[src/rtl/sram22_mbist_pkg.sv]
// Shared types and March C- element tables for the sram22 BIST controller.
// Each table is indexed by element number. Bit n describes element Mn.
package sram22_mbist_pkg;

    localparam int unsigned FAIL_CNT_W = 8;

    typedef enum logic [1:0] {
        StIdle,
        StRun,
        StFlush,
        StDone
    } state_e;

    localparam logic [2:0] M0 = 3'd0;
    localparam logic [2:0] M1 = 3'd1;
    localparam logic [2:0] M2 = 3'd2;
    localparam logic [2:0] M3 = 3'd3;
    localparam logic [2:0] M4 = 3'd4;
    localparam logic [2:0] M5 = 3'd5;

    // Bit n of each table describes element Mn.
    localparam logic [7:0] ELEM_DOWN   = 8'b0001_1000;
    localparam logic [7:0] ELEM_RD     = 8'b0011_1110;
    localparam logic [7:0] ELEM_WR     = 8'b0001_1111;
    localparam logic [7:0] ELEM_RD_VAL = 8'b0001_0100;
    localparam logic [7:0] ELEM_WR_VAL = 8'b0000_1010;
    localparam logic [7:0] ELEM_TWO_OP = ELEM_RD & ELEM_WR;

    function automatic logic elem_bit(input logic [7:0] tbl, input logic [2:0] elem);
        return tbl[elem];
    endfunction

endpackage

[src/rtl/sram22_mbist_cmp.sv]
// One-stage read-compare pipeline with first-failure capture.
// A read issued in one cycle is compared against mem_dout_i at the following edge.
module sram22_mbist_cmp
    import sram22_mbist_pkg::*;
#(
    parameter int unsigned DATA_WIDTH = 22,
    parameter int unsigned ADDR_WIDTH = 6
) (
    input  logic                  clk_i,
    input  logic                  rstb_i,
    input  logic                  clear_i,
    input  logic                  issue_rd_i,
    input  logic [DATA_WIDTH-1:0] exp_i,
    input  logic [2:0]            elem_i,
    input  logic [ADDR_WIDTH-1:0] addr_i,
    input  logic [DATA_WIDTH-1:0] mem_dout_i,
    output logic                  fail_o,
    output logic [2:0]            fail_elem_o,
    output logic [ADDR_WIDTH-1:0] fail_addr_o,
    output logic [DATA_WIDTH-1:0] fail_data_o,
    output logic [FAIL_CNT_W-1:0] fail_cnt_o
);

    logic                  valid_q;
    logic [DATA_WIDTH-1:0] exp_q;
    logic [2:0]            elem_q;
    logic [ADDR_WIDTH-1:0] addr_q;
    logic                  fail_q;
    logic [2:0]            fail_elem_q;
    logic [ADDR_WIDTH-1:0] fail_addr_q;
    logic [DATA_WIDTH-1:0] fail_data_q;
    logic [FAIL_CNT_W-1:0] fail_cnt_q;
    logic                  miscmp;

    assign miscmp = valid_q && (mem_dout_i != exp_q);

    always_ff @(posedge clk_i or negedge rstb_i) begin
        if (!rstb_i) begin
            valid_q     <= 1'b0;
            exp_q       <= '0;
            elem_q      <= '0;
            addr_q      <= '0;
            fail_q      <= 1'b0;
            fail_elem_q <= '0;
            fail_addr_q <= '0;
            fail_data_q <= '0;
            fail_cnt_q  <= '0;
        end else if (clear_i) begin
            valid_q     <= 1'b0;
            fail_q      <= 1'b0;
            fail_elem_q <= '0;
            fail_addr_q <= '0;
            fail_data_q <= '0;
            fail_cnt_q  <= '0;
        end else begin
            valid_q <= issue_rd_i;
            if (issue_rd_i) begin
                exp_q  <= exp_i;
                elem_q <= elem_i;
                addr_q <= addr_i;
            end
            if (miscmp) begin
                if (fail_cnt_q != '1) begin
                    fail_cnt_q <= fail_cnt_q + 1'b1;
                end
                // Only the first miscompare of a run is recorded.
                if (!fail_q) begin
                    fail_q      <= 1'b1;
                    fail_elem_q <= elem_q;
                    fail_addr_q <= addr_q;
                    fail_data_q <= mem_dout_i;
                end
            end
        end
    end

    assign fail_o      = fail_q;
    assign fail_elem_o = fail_elem_q;
    assign fail_addr_o = fail_addr_q;
    assign fail_data_o = fail_data_q;
    assign fail_cnt_o  = fail_cnt_q;

endmodule

[src/rtl/sram22_mbist_ctrl.sv]
// March C- BIST controller for one sram22 macro.
// The functional port passes through to the macro whenever no test is running.
module sram22_mbist_ctrl
    import sram22_mbist_pkg::*;
#(
    parameter int unsigned DATA_WIDTH = 22,
    parameter int unsigned ADDR_WIDTH = 6
) (
    input  logic                  clk_i,
    input  logic                  rstb_i,
    input  logic                  start_i,
    output logic                  busy_o,
    output logic                  done_o,
    output logic                  fail_o,
    output logic [2:0]            fail_elem_o,
    output logic [ADDR_WIDTH-1:0] fail_addr_o,
    output logic [DATA_WIDTH-1:0] fail_data_o,
    output logic [FAIL_CNT_W-1:0] fail_cnt_o,
    input  logic                  func_ce_i,
    input  logic                  func_we_i,
    input  logic [ADDR_WIDTH-1:0] func_addr_i,
    input  logic [DATA_WIDTH-1:0] func_din_i,
    output logic [DATA_WIDTH-1:0] func_dout_o,
    output logic                  mem_ce_o,
    output logic                  mem_we_o,
    output logic [ADDR_WIDTH-1:0] mem_addr_o,
    output logic [DATA_WIDTH-1:0] mem_din_o,
    input  logic [DATA_WIDTH-1:0] mem_dout_i
);

    state_e                state_q;
    logic [2:0]            elem_q;
    logic [ADDR_WIDTH-1:0] addr_q;
    logic                  phase_q;
    logic                  busy_q;
    logic                  done_q;

    logic                  is_down;
    logic                  op_rd;
    logic                  last_phase;
    logic                  last_addr;
    logic [2:0]            elem_nxt;
    logic                  start_acc;
    logic                  issue_rd;
    logic [DATA_WIDTH-1:0] bist_din;
    logic [DATA_WIDTH-1:0] bist_exp;

    always_comb begin
        is_down    = elem_bit(ELEM_DOWN, elem_q);
        // Two-op elements read on phase 0 and write on phase 1.
        op_rd      = elem_bit(ELEM_RD, elem_q) && !phase_q;
        last_phase = !elem_bit(ELEM_TWO_OP, elem_q) || phase_q;
        last_addr  = is_down ? (addr_q == '0) : (addr_q == '1);
        elem_nxt   = elem_q + 3'd1;
        bist_din   = {DATA_WIDTH{elem_bit(ELEM_WR_VAL, elem_q)}};
        bist_exp   = {DATA_WIDTH{elem_bit(ELEM_RD_VAL, elem_q)}};
        start_acc  = start_i && ((state_q == StIdle) || (state_q == StDone));
        issue_rd   = (state_q == StRun) && op_rd;
    end

    always_comb begin
        mem_ce_o   = func_ce_i;
        mem_we_o   = func_we_i;
        mem_addr_o = func_addr_i;
        mem_din_o  = func_din_i;
        unique case (state_q)
            StRun: begin
                mem_ce_o   = 1'b1;
                mem_we_o   = !op_rd;
                mem_addr_o = addr_q;
                mem_din_o  = bist_din;
            end
            StFlush: begin
                mem_ce_o   = 1'b0;
                mem_we_o   = 1'b0;
                mem_addr_o = '0;
                mem_din_o  = '0;
            end
            default: ;
        endcase
    end

    always_ff @(posedge clk_i or negedge rstb_i) begin
        if (!rstb_i) begin
            state_q <= StIdle;
            elem_q  <= M0;
            addr_q  <= '0;
            phase_q <= 1'b0;
            busy_q  <= 1'b0;
            done_q  <= 1'b0;
        end else begin
            unique case (state_q)
                StIdle, StDone: begin
                    if (start_acc) begin
                        state_q <= StRun;
                        elem_q  <= M0;
                        addr_q  <= '0;
                        phase_q <= 1'b0;
                        busy_q  <= 1'b1;
                        done_q  <= 1'b0;
                    end
                end
                StRun: begin
                    if (!last_phase) begin
                        phase_q <= 1'b1;
                    end else begin
                        phase_q <= 1'b0;
                        if (!last_addr) begin
                            addr_q <= is_down ? addr_q - 1'b1 : addr_q + 1'b1;
                        end else if (elem_q == M5) begin
                            state_q <= StFlush;
                        end else begin
                            // Seamless hand-off: next element's first address, no idle cycle.
                            elem_q <= elem_nxt;
                            addr_q <= elem_bit(ELEM_DOWN, elem_nxt) ? '1 : '0;
                        end
                    end
                end
                StFlush: begin
                    state_q <= StDone;
                    busy_q  <= 1'b0;
                    done_q  <= 1'b1;
                end
                default: state_q <= StIdle;
            endcase
        end
    end

    sram22_mbist_cmp #(
        .DATA_WIDTH(DATA_WIDTH),
        .ADDR_WIDTH(ADDR_WIDTH)
    ) u_cmp (
        .clk_i      (clk_i),
        .rstb_i     (rstb_i),
        .clear_i    (start_acc),
        .issue_rd_i (issue_rd),
        .exp_i      (bist_exp),
        .elem_i     (elem_q),
        .addr_i     (addr_q),
        .mem_dout_i (mem_dout_i),
        .fail_o     (fail_o),
        .fail_elem_o(fail_elem_o),
        .fail_addr_o(fail_addr_o),
        .fail_data_o(fail_data_o),
        .fail_cnt_o (fail_cnt_o)
    );

    assign busy_o      = busy_q;
    assign done_o      = done_q;
    assign func_dout_o = mem_dout_i;

endmodule
[config.mk]
export PLATFORM = sky130hd
export DESIGN_NAME = sram22_mbist_ctrl
export DESIGN_NICKNAME = d
export VERILOG_FILES = /design/src/rtl/sram22_mbist_pkg.sv /design/src/rtl/sram22_mbist_cmp.sv /design/src/rtl/sram22_mbist_ctrl.sv
export SDC_FILE = /design/constraint.sdc
export NUM_CORES = 1
export LEC_CHECK = 0
export BUFFER_PORTS_ARGS = -buffer_cell sky130_fd_sc_hd__buf_4
export CAP_MARGIN = 40
export CORE_UTILIZATION = 47
export DETAILED_ROUTE_END_ITERATION = 8
export GPL_TIMING_DRIVEN = 0
export PLACE_DENSITY = 0.75
export SYNTH_ARGS = -nofsm -noshare
export SYNTH_HDL_FRONTEND = slang
export SYNTH_HIERARCHICAL = 1
export SYNTH_SLANG_ARGS = --single-unit
[constraint.sdc]
create_clock -name clk_i -period 3.04 [get_ports clk_i]
set_clock_uncertainty 0.05 [all_clocks]
set_input_delay 0 -clock clk_i [delete_from_list [all_inputs] [get_ports clk_i]]
set_output_delay 0 -clock clk_i [all_outputs]
set_load 0.005 [all_outputs]
==> impl_metrics.py <==
metrics = {
    "detailed_routing": {
        "wirelength_met1_mm": 4.73,
        "drc": 0,
        "wire_per_inst_um": 15.0,
        "viasPerCell": 5.25,
        "highest_layer": "met4",
        "wl_met2_mm": 5.61,
        "antenna_left": 0,
        "num_vias": 3875,
        "wl_met3_um": 613,
        "drt_pass1_iterations": 6,
        "drtIter0Drc": 105,
        "totalWireLength_mm": 11.1,
    },
    "finish": {
        "drive_gt1_frac": 0.406,
        "areaGrowthSynthToFinish_pct": 38.0,
        "multi_input_area_um2": 2130,
        "antennaDiodeCount": 0,
        "regArea_um2": 2150,
        "nets": 674,
        "fin_cells": 738,
        "n_fill_cell": 709,
        "postLayoutCoreUtil": 0.680,
    },
    "global_routing": {
        "grt-ovfl-total": 0,
        "grt_max_degree": 68,
        "antenna_found_initial": 0,
        "track_usage": 0.223,
        "grt_pass1_vias": 3758,
        "grt_pass1_wl_mm": 17.8,
    },
    "place": {
        "gp_congestion": 0.828,
        "placed_cells": 698,
        "dp_hpwl_mm": 8.05,
        "numPortBuffers": 148,
    },
    "power_and_ir_drop": {
        "p_per_area_nw_per_um2": 559,
        "p_leak_nw": 3.32,
        "peakVddDrop_mv": 0.584,
    },
    "synth": {
        "synth.area.top_cells": "dfrtp_1 46%, mux2_2 8.0%, a22o_1 6.0%",
        "yosys_register_bits": 86,
        "synth.top_cell.area_share": 0.464,
        "synth_top_area_cell": "dfrtp_1",
        "synth_nets": 490,
        "yosys-top-cells-count": "86 x dfrtp_1, 33 x mux2_2, 32 x a22o_1, 30 x nand2_1, 26 x xnor2_1",
        "synth.distinct_cells": 52,
        "syn_avg_cell_area_um2": 11.0,
        "synth-main-ff-cell": "dfrtp_1",
        "netlist_instances": 420,
        "ys_warn_count": 6,
        "synth_edf_count": 0,
        "syn-cell-area_um2": 4640,
        "async_flop_share": 1.00,
        "yosysMostFrequentCell": "dfrtp_1",
        "seq_area_frac_synth": 0.464,
    },
    "worst_setup_path": {
        "crit_type": "flip-flop to flip-flop",
        "rr_startpoint": "elem_q[0]",
        "startpoint": "elem_q[0]",
        "arrival_ns": 3.00,
        "ff2ff_path_depth": 9,
        "worst_setup_path_start_kind": "flip-flop",
        "cp.required_ns": 3.22,
        "endpoint_kind": "flip-flop",
        "endpoint": "u_cmp/exp_q[6]",
        "r2r_slack_ns": 0.22,
        "critPathMaxFanout": 10,
        "r2r-end": "u_cmp/exp_q[6]",
    },
    "sta": {
        "setup_viol": 0,
        "tightestPinTransition_ns": 0.691,
        "fin_crit_ns": 2.82,
        "slew_headroom": 0.535,
        "fin_crit_sh": 0.928,
        "fmax_mhz": 355,
        "finalMaxSlewViolations": 0,
        "rsz0062_at_grt": "false",
        "hold_viol_final": 0,
        "setup-tns-final_ns": 0,
    },
    "floorplanning": {
        "die_y_um": 101,
        "core_area_um2": 9420,
        "die_x_um": 101,
        "start_util": 0.493,
        "io_pins": 149,
        "dieArea_um2": 10300,
        "fp-row-count": 35,
    },
    "clock_network": {
        "htree_levels": 3,
        "post_cts_buffers": 0,
        "clk_path_buf_depth": 2,
        "numClockSinks": 86,
        "cts_buffers": 9,
        "cts_tree": "built",
        "clk_latency_ns": 0.35,
        "clk_pin_slew_ns": 0.09,
        "clock_tree.root_cell": "clkbuf_8",
    },
    "outcome": {
        "outcome": "finished, final reports clean",
    },
    "flow_run": {
        "cap_violations": 0,
    },
    "worst_hold_path": {
        "worstHoldPathType": "primary input to asynchronous set/reset pin",
    },
}
## routing by layer
metal,up-vias,GRT usage
li1,1867,-
met1,1851,0.278
met2,146,0.394
met3,11,0.0366
met4,0,0.0736
met5,-,0
## stage by stage
stage	power, mW	cell area (µm²)	setup slack, ns	hold WS, ns
finish	3.58	6400	0.220	0.0267
global route	3.81	6400	0.0441	0.0506
CTS	3.61	6400	0.00794	0.0170
detailed placement	2.74	5940	0.0186	-0.136
global placement	2.70	5910	0.0648	0.204
floorplan	2.08	4640	0.610	-0.346
## layout by cell type (no fill, tap or decap), types with 4 or more instances in the layout
cell type	count
a21o_1	25
a21oi_1	16
a22o_1	32
a31oi_1	4
buf_2	6
buf_4	170
buf_6	5
clkbuf_1	9
clkbuf_8	11
dfrtp_1	86
dlygate4sd3_1	24
ha_1	14
inv_1	15
mux2_2	33
mux2i_1	4
nand2_1	30
nand4_1	7
nor2_1	11
o21ai_0	11
o31ai_1	8
or3_1	5
xnor2_1	26
## kinds of logic after synthesis
| family | after synthesis | share of synthesized area |
|---|---|---|
| AO/OA/AOI/OAI | 115 | 0.185 |
| flip-flops | 86 | 0.464 |
| AND/OR/NAND/NOR | 78 | 0.0901 |
| buffers and inverters | 62 | 0.0776 |
| multiplexers | 38 | 0.0919 |
| XOR/XNOR | 26 | 0.0491 |
| adder cells (fa/ha/maj) | 15 | 0.0421 |
## power breakdown
group,switching [mW],internal (mW),total (mW)
Sequential,0.0489,1.19,1.24
Clock,0.414,0.433,0.847
Combinational,0.790,0.703,1.49
## worst min-delay path by stage
| stage | slack (ns) | startpoint | endpoint | cells after the start |
|---|---|---|---|---|
| final | 0.03 | rstb_i | u_cmp/fail_cnt_o[6] | 2 |
| after global routing | 0.05 | rstb_i | u_cmp/fail_cnt_o[6] | 2 |
| after CTS | 0.02 | rstb_i | u_cmp/fail_cnt_o[6] | 2 |
| after detailed placement | -0.14 | rstb_i | u_cmp/fail_cnt_o[6] | 1 |
| after global placement | 0.20 | mem_dout_i[7] | u_cmp/fail_data_o[7] | 2 |
| after floorplan | -0.35 | rstb_i | addr_q[0] | 0 |
## what timing repair did
| item | in CTS | in global routing |
|---|---|---|
| hold endpoints to repair | 110 | 0 |
| endpoints found under the setup margin | 0 | 29 |
| resized for setup | 0 | 4 |
| hold buffers | 24 | 0 |
## worst max-delay path, cell delays in order, from the launching register on
cell      delay (ns)
dfrtp_1         0.45
inv_1           0.15
ha_1            0.27
and2b_2         0.23
a211oi_1        0.31
and2_1          0.17
nor2b_1         0.14
clkbuf_1        0.22
clkbuf_2        0.32
mux2_2          0.37
## flip-flops by register name (all words and copies together), names as in the netlist
signal,flops
u_cmp/valid_q,1
u_cmp/fail_o,1
u_cmp/fail_elem_o,3
state_q,2
u_cmp/addr_q,6
elem_q,3
busy_o,1
u_cmp/fail_data_o,22
u_cmp/fail_addr_o,6
u_cmp/fail_cnt_o,8
u_cmp/exp_q,22
u_cmp/elem_q,3
phase_q,1
done_o,1
addr_q,6
## layout make-up
class | instances | share of cell area
timing repair buffer | 173 | 0.215
clock inverter | 5 | 0.0104
buffer | 46 | 0.0475
inverter | 16 | 0.00938
multi-input combinational | 272 | 0.332
sequential | 86 | 0.336
clock buffer | 11 | 0.0236
tap | 129 | 0.0252
Note: power is estimated with default switching activity, not from simulation.
